## config.mk

```make
export PLATFORM = sky130hd
export DESIGN_NAME = mem_arbiter
export DESIGN_NICKNAME = d
export VERILOG_FILES = /design/src/rtl/mem_arbiter_pkg.sv /design/src/rtl/mem_arbiter_select.sv /design/src/rtl/mem_arbiter.sv
export SDC_FILE = /design/constraint.sdc
export NUM_CORES = 1
export LEC_CHECK = 0
export CORE_ASPECT_RATIO = 1.75
export CORE_UTILIZATION = 35
export CTS_CLUSTER_SIZE = 40
export DETAILED_ROUTE_END_ITERATION = 12
export PLACE_DENSITY = 0.68
export SYNTH_ARGS = -nofsm -noshare
export SYNTH_HDL_FRONTEND = slang
export SYNTH_HIERARCHICAL = 1
export SYNTH_SLANG_ARGS = --single-unit
```

## constraint.sdc

```tcl
create_clock -name clk -period 2.51 [get_ports clk]
set_input_delay 0.251 -clock clk [delete_from_list [all_inputs] [get_ports clk]]
set_output_delay 0.251 -clock clk [all_outputs]
set_load 0.02 [all_outputs]
```

## src/rtl/mem_arbiter_pkg.sv

```systemverilog
// Shared encodings and defaults for the unified-memory arbiter.
package mem_arbiter_pkg;

  typedef enum logic [1:0] {
    ST_IDLE  = 2'd0,
    ST_ISSUE = 2'd1,
    ST_WAIT  = 2'd2,
    ST_RESP  = 2'd3
  } state_t;

  typedef enum logic [1:0] {
    OWN_NONE   = 2'd0,
    OWN_ICACHE = 2'd1,
    OWN_DCACHE = 2'd2
  } owner_t;

  localparam int MEM_LAT_DEF    = 4;
  localparam int STARVE_MAX_DEF = 3;

  typedef struct packed {
    logic        wr;
    logic [15:0] addr;
    logic [15:0] wdata;
  } mem_cmd_t;

endpackage

```

## src/rtl/mem_arbiter_select.sv

```systemverilog
// Priority select between I-side and D-side requests (D wins ties) with a saturating
// starvation counter that forces an I grant after STARVE_MAX lost ties.
module arb_select
  import mem_arbiter_pkg::*;
#(
  parameter int STARVE_MAX = STARVE_MAX_DEF
) (
  input  logic   clk,
  input  logic   rst_n,
  input  logic   ic_req,
  input  logic   dc_req,
  input  logic   grant,
  output owner_t sel
);

  localparam int CW = (STARVE_MAX < 1) ? 1 : $clog2(STARVE_MAX + 1);

  logic [CW-1:0] starve_cnt;
  logic          starved;

  assign starved = (starve_cnt == CW'(STARVE_MAX));

  always_comb begin
    sel = OWN_NONE;
    if (ic_req && dc_req && starved) sel = OWN_ICACHE;
    else if (dc_req)                 sel = OWN_DCACHE;
    else if (ic_req)                 sel = OWN_ICACHE;
  end

  always_ff @(posedge clk or negedge rst_n) begin
    if (!rst_n) begin
      starve_cnt <= '0;
    end else if (grant) begin
      if (sel == OWN_ICACHE) starve_cnt <= '0;
      else if (sel == OWN_DCACHE && ic_req && !starved) starve_cnt <= starve_cnt + 1'b1;
    end
  end

endmodule

```

## src/rtl/mem_arbiter.sv

```systemverilog
// Single-outstanding arbiter sharing one memory between I-cache and D-cache fills.
// IDLE -> ISSUE -> WAIT -> RESP; done pulses MEM_LAT+2 cycles after the grant cycle.
module mem_arbiter
  import mem_arbiter_pkg::*;
#(
  parameter int MEM_LAT    = MEM_LAT_DEF,
  parameter int STARVE_MAX = STARVE_MAX_DEF
) (
  input  logic        clk,
  input  logic        rst_n,
  input  logic        ic_req,
  input  logic [15:0] ic_addr,
  output logic [15:0] ic_rdata,
  output logic        ic_done,
  input  logic        dc_req,
  input  logic        dc_wr,
  input  logic [15:0] dc_addr,
  input  logic [15:0] dc_wdata,
  output logic [15:0] dc_rdata,
  output logic        dc_done,
  output logic        mem_en,
  output logic        mem_wr,
  output logic [15:0] mem_addr,
  output logic [15:0] mem_wdata,
  input  logic [15:0] mem_rdata,
  input  logic        mem_stall,
  output logic        arb_busy
);

  state_t      state, next_state;
  owner_t      owner, sel;
  mem_cmd_t    cmd;
  logic [3:0]  lat_cnt;
  logic [15:0] rdata_q;
  logic        grant;

  assign grant = (state == ST_IDLE) && (ic_req || dc_req);

  arb_select #(.STARVE_MAX(STARVE_MAX)) u_select (
    .clk    (clk),
    .rst_n  (rst_n),
    .ic_req (ic_req),
    .dc_req (dc_req),
    .grant  (grant),
    .sel    (sel)
  );

  always_ff @(posedge clk or negedge rst_n) begin
    if (!rst_n) state <= ST_IDLE;
    else        state <= next_state;
  end

  always_comb begin
    next_state = state;
    case (state)
      ST_IDLE:  if (grant) next_state = ST_ISSUE;
      ST_ISSUE: if (!mem_stall) next_state = ST_WAIT;
      ST_WAIT:  if (lat_cnt == 4'd0) next_state = ST_RESP;
      ST_RESP:  next_state = ST_IDLE;
      default:  next_state = ST_IDLE;
    endcase
  end

  // Request fields are captured only at grant; input churn afterwards is ignored.
  always_ff @(posedge clk or negedge rst_n) begin
    if (!rst_n) begin
      owner   <= OWN_NONE;
      cmd     <= '0;
      lat_cnt <= '0;
      rdata_q <= '0;
    end else begin
      case (state)
        ST_IDLE: begin
          if (grant) begin
            owner <= sel;
            if (sel == OWN_DCACHE) cmd <= '{wr: dc_wr, addr: dc_addr, wdata: dc_wdata};
            else                   cmd <= '{wr: 1'b0, addr: ic_addr, wdata: 16'h0000};
          end
        end
        ST_ISSUE: if (!mem_stall) lat_cnt <= 4'(MEM_LAT - 1);
        ST_WAIT: begin
          if (lat_cnt == 4'd0) rdata_q <= cmd.wr ? 16'h0000 : mem_rdata;
          else                 lat_cnt <= lat_cnt - 4'd1;
        end
        ST_RESP: owner <= OWN_NONE;
        default: owner <= OWN_NONE;
      endcase
    end
  end

  always_comb begin
    arb_busy  = (state != ST_IDLE);
    mem_en    = (state == ST_ISSUE);
    mem_wr    = mem_en & cmd.wr;
    mem_addr  = mem_en ? cmd.addr  : 16'h0000;
    mem_wdata = mem_en ? cmd.wdata : 16'h0000;
    ic_done   = (state == ST_RESP) && (owner == OWN_ICACHE);
    dc_done   = (state == ST_RESP) && (owner == OWN_DCACHE);
    ic_rdata  = ic_done ? rdata_q : 16'h0000;
    dc_rdata  = dc_done ? rdata_q : 16'h0000;
  end

endmodule
```

==> summary.md <==
| Metric | Value |
|---|---|
| Final min period | `2.33 ns` |
| R2R cell count | `5` |
| Placed wire-length estimate | `6500 um` |
| GR Layer Usage met2 | `36.1%` |
| Distinct cells, synth | `37` |
| Commonest non-fill, non-tap cell in the layout | `clkdlybuf4s50_1` |
| CP Capture Type | `primary output` |
| Fillers | `795` |
| Placed cell count | `599` |
| Die height | `129 um` |
| Vias per inst | `4.70` |
| I/O pin cnt | `139` |
| Drt first-iter violations | `100` |
| RePlAce Congestion | `0.762` |
| Grt peak-use layer | `met2` |
| Multi-input gate area | `1640 um2` |
| Slew @ Worst Pin | `0.495 ns` |
| FF+latch count, synth | `59` |
| Worst Setup EP | `ic_done` |
| EDFF count, synth | `0` |
| Status | `finished, final reports clean` |
| First-pass GRT wire length | `13800 um` |
| Clk sinks | `59` |
| Pwr Total | `5.10 mW` |
| Unrepaired setup endpoints after global routing | `false` |
| Layout cell share with drive strength beyond 1 | `7.82%` |
| Hold/Removal Path Class | `in -> async` |
| Final Non-Filler Cells | `616` |
| Die Area | `9560 um2` |
| Ys flop type | `dfrtp_1` |
| Vias | `2893` |
| Final Setup Violations | `0` |
| Setup TNS | `0 ns` |
| Reg2Reg Setup Slack | `0.59 ns` |
| FF-to-FF End | `state[1]$_DFFE_PN0P_` |
| First-pass DRT Iterations | `5` |
| Crit path kind | `reg -> out` |
| Crit path max fanout | `17` |
| Max-slew headroom | `67.0%` |
| Share of flip-flops with an asynchronous set or reset | `100%` |
| TritonCTS clock tree | `done` |
| Largest net degree at the start of global routing | `35` |
| Reg clk slew, reported paths | `0.05 ns` |
| Vias in the first global route | `2883` |
| Initial core utilization | `36.5%` |
| Total Wirelength | `8400 um` |
| Met1 GRT Util | `19.7%` |
| Port buffer count | `138` |
| Fin. max-slew vios | `0` |
| Crit path launch | `state[0]$_DFFE_PN0P_` |
| Synthesis Warnings | `6` |
| Area growth, synth to finish | `59.3%` |
| Ant. Diodes | `0` |
| Residual DRC | `0` |
| Root Driver | `clkbuf_16` |
| Post-Syn Area | `3210 um2` |
| Core area | `8780 um2` |
| # H-tree levels | `3` |
| Period utilization | `93.0%` |
| Longest Clk Path Bufs | `2` |
| Grt met3 use | `3.99%` |
| Gate Count Post-Synth | `355` |
| Worst vdd ir | `618 uV` |
| Syn nets | `433` |
| Seq/Total Area, Yosys | `46.0%` |
| Total GRT Usage | `19.0%` |
| CTS Buf Count | `9` |
| Pleak | `2.58 nW` |
| Final #Nets | `572` |
| P per Cell Area | `998 nW/um2` |
| FP Rows | `45` |
| Post-CTS Setup Inserts | `0` |
| Commonest non-fill, non-tap cells in the layout | `121 x clkdlybuf4s50_1, 70 x nand2_1, 66 x and2_1, 59 x dfrtp_1, 35 x o21ai_0` |
| Critical path data arrival time | `2.08 ns` |
| Max-Cap Viols | `0` |
| Fin. Hold Viols | `0` |
| FF-to-FF Start | `lat_cnt[0]$_DFFE_PN0P_` |
| Syn_area_per_cell | `9.03 um2` |
| Fmax | `428 MHz` |
| Clock skew | `0.00218 ns` |
| DRT antenna net count | `0` |
| Total gr overflow | `0` |
| Die width | `74.4 um` |
| Seq. cell area | `1480 um2` |
| Wire per inst | `13.6 um` |
| Worst-skew pair later-pin latency | `0.32 ns` |
| Critical path launch point type | `register` |
| Initial antenna violation count | `0` |
| Util after Layout | `58.2%` |
| WP data required | `2.26 ns` |
routing by layer:
metal	part of all wire (%)	vias to the layer above	routed length, um
met3	5.6	8	473
met2	56	98	4660
li1	-	1445	-
met4	1.5	0	123
met5	0	-	0
met1	37	1342	3140
stage by stage:
| step | hold WS [ns] | setup WS [ns] | cell area, um2 |
|---|---|---|---|
| 2_1_floorplan | -0.0446 | 0.722 | 3210 |
| 6_report | 0.362 | 0.176 | 5110 |
| 4_1_cts | 0.360 | 0.0593 | 5060 |
| 5_1_grt | 0.413 | 0.0289 | 5110 |
| 3_3_place_gp | 0.161 | 0.399 | 4750 |
| 3_5_place_dp | 0.174 | 0.358 | 4750 |
area by class of cell:
class	instances	share of cell area, %
inverter	9	0.661
sequential	59	28.9
clock inverter	1	0.0979
multi-input combinational	265	32.1
clock buffer	15	5.63
timing repair buffer	150	29.8
tap	117	2.86
cell families after synthesis:
logic type,share of synthesized area (%)
flip-flops,46.0
adder cells (fa/ha/maj),3.12
AND/OR/NAND/NOR,30.4
buffers and inverters,3.82
AO/OA/AOI/OAI,10.4
multiplexers,6.16
synth_stat cells (2+ instances only):
| master | count | share of area, % |
|---|---|---|
| nand2_1 | 70 | 8.2 |
| nand2b_1 | 16 | 3.1 |
| dfrtp_1 | 59 | 46 |
| inv_1 | 9 | 1.1 |
| mux2_2 | 2 | 0.70 |
| a21boi_0 | 3 | 0.70 |
| and2_1 | 66 | 13 |
| a32o_1 | 2 | 0.62 |
| mux2i_1 | 16 | 5.0 |
| nor2_1 | 5 | 0.59 |
| a2bb2oi_1 | 2 | 0.55 |
| buf_2 | 5 | 0.78 |
| nand3_1 | 18 | 2.8 |
| o21ai_0 | 35 | 5.5 |
| ha_1 | 8 | 3.1 |
| clkbuf_1 | 17 | 2.0 |
| nor2b_1 | 2 | 0.39 |
flip-flops by register name (all words and copies together), names as in the netlist:
register	count
cmd	33
lat_cnt	4
owner	2
rdata_q	16
state	2
u_select/starve_cnt	2
worst min-delay path by stage:
stage / start / endpoint / slack, ns / depth (start not counted)
3_3_place_gp: rst_n / rdata_q[14]$_DFFE_PN0P_ / 0.16 / 1
2_1_floorplan: rst_n / cmd[0]$_DFFE_PN0P_ / -0.04 / 0
5_1_grt: rst_n / rdata_q[10]$_DFFE_PN0P_ / 0.41 / 2
6_report: rst_n / rdata_q[10]$_DFFE_PN0P_ / 0.36 / 2
3_5_place_dp: rst_n / rdata_q[10]$_DFFE_PN0P_ / 0.17 / 1
4_1_cts: rst_n / rdata_q[10]$_DFFE_PN0P_ / 0.36 / 2
timing repair:
item / 4_1_cts / 5_1_grt
gates resized for setup: 1 / 17
hold buffers: 1 / 0
pin swaps: 0 / 0
endpoints found under the setup margin: 3 / 24
endpoints found under the hold margin: 12 / 0
critical path, stage by stage, from the launching register on:
cell,delay (ns)
dfrtp_1,0.43
ha_1,0.23
inv_1,0.08
nor3b_1,0.18
buf_4,0.22
clkdlybuf4s50_1,0.62
where the power goes:
| group | internal (mW) | switching [mW] | total [mW] |
|---|---|---|---|
| logic | 1.07 | 1.13 | 2.20 |
| clock network | 0.774 | 0.401 | 1.18 |
| registers | 1.41 | 0.312 | 1.73 |
| total | 3.26 | 1.84 | 5.10 |
No activity file was read; power rests on OpenSTA's default activity.
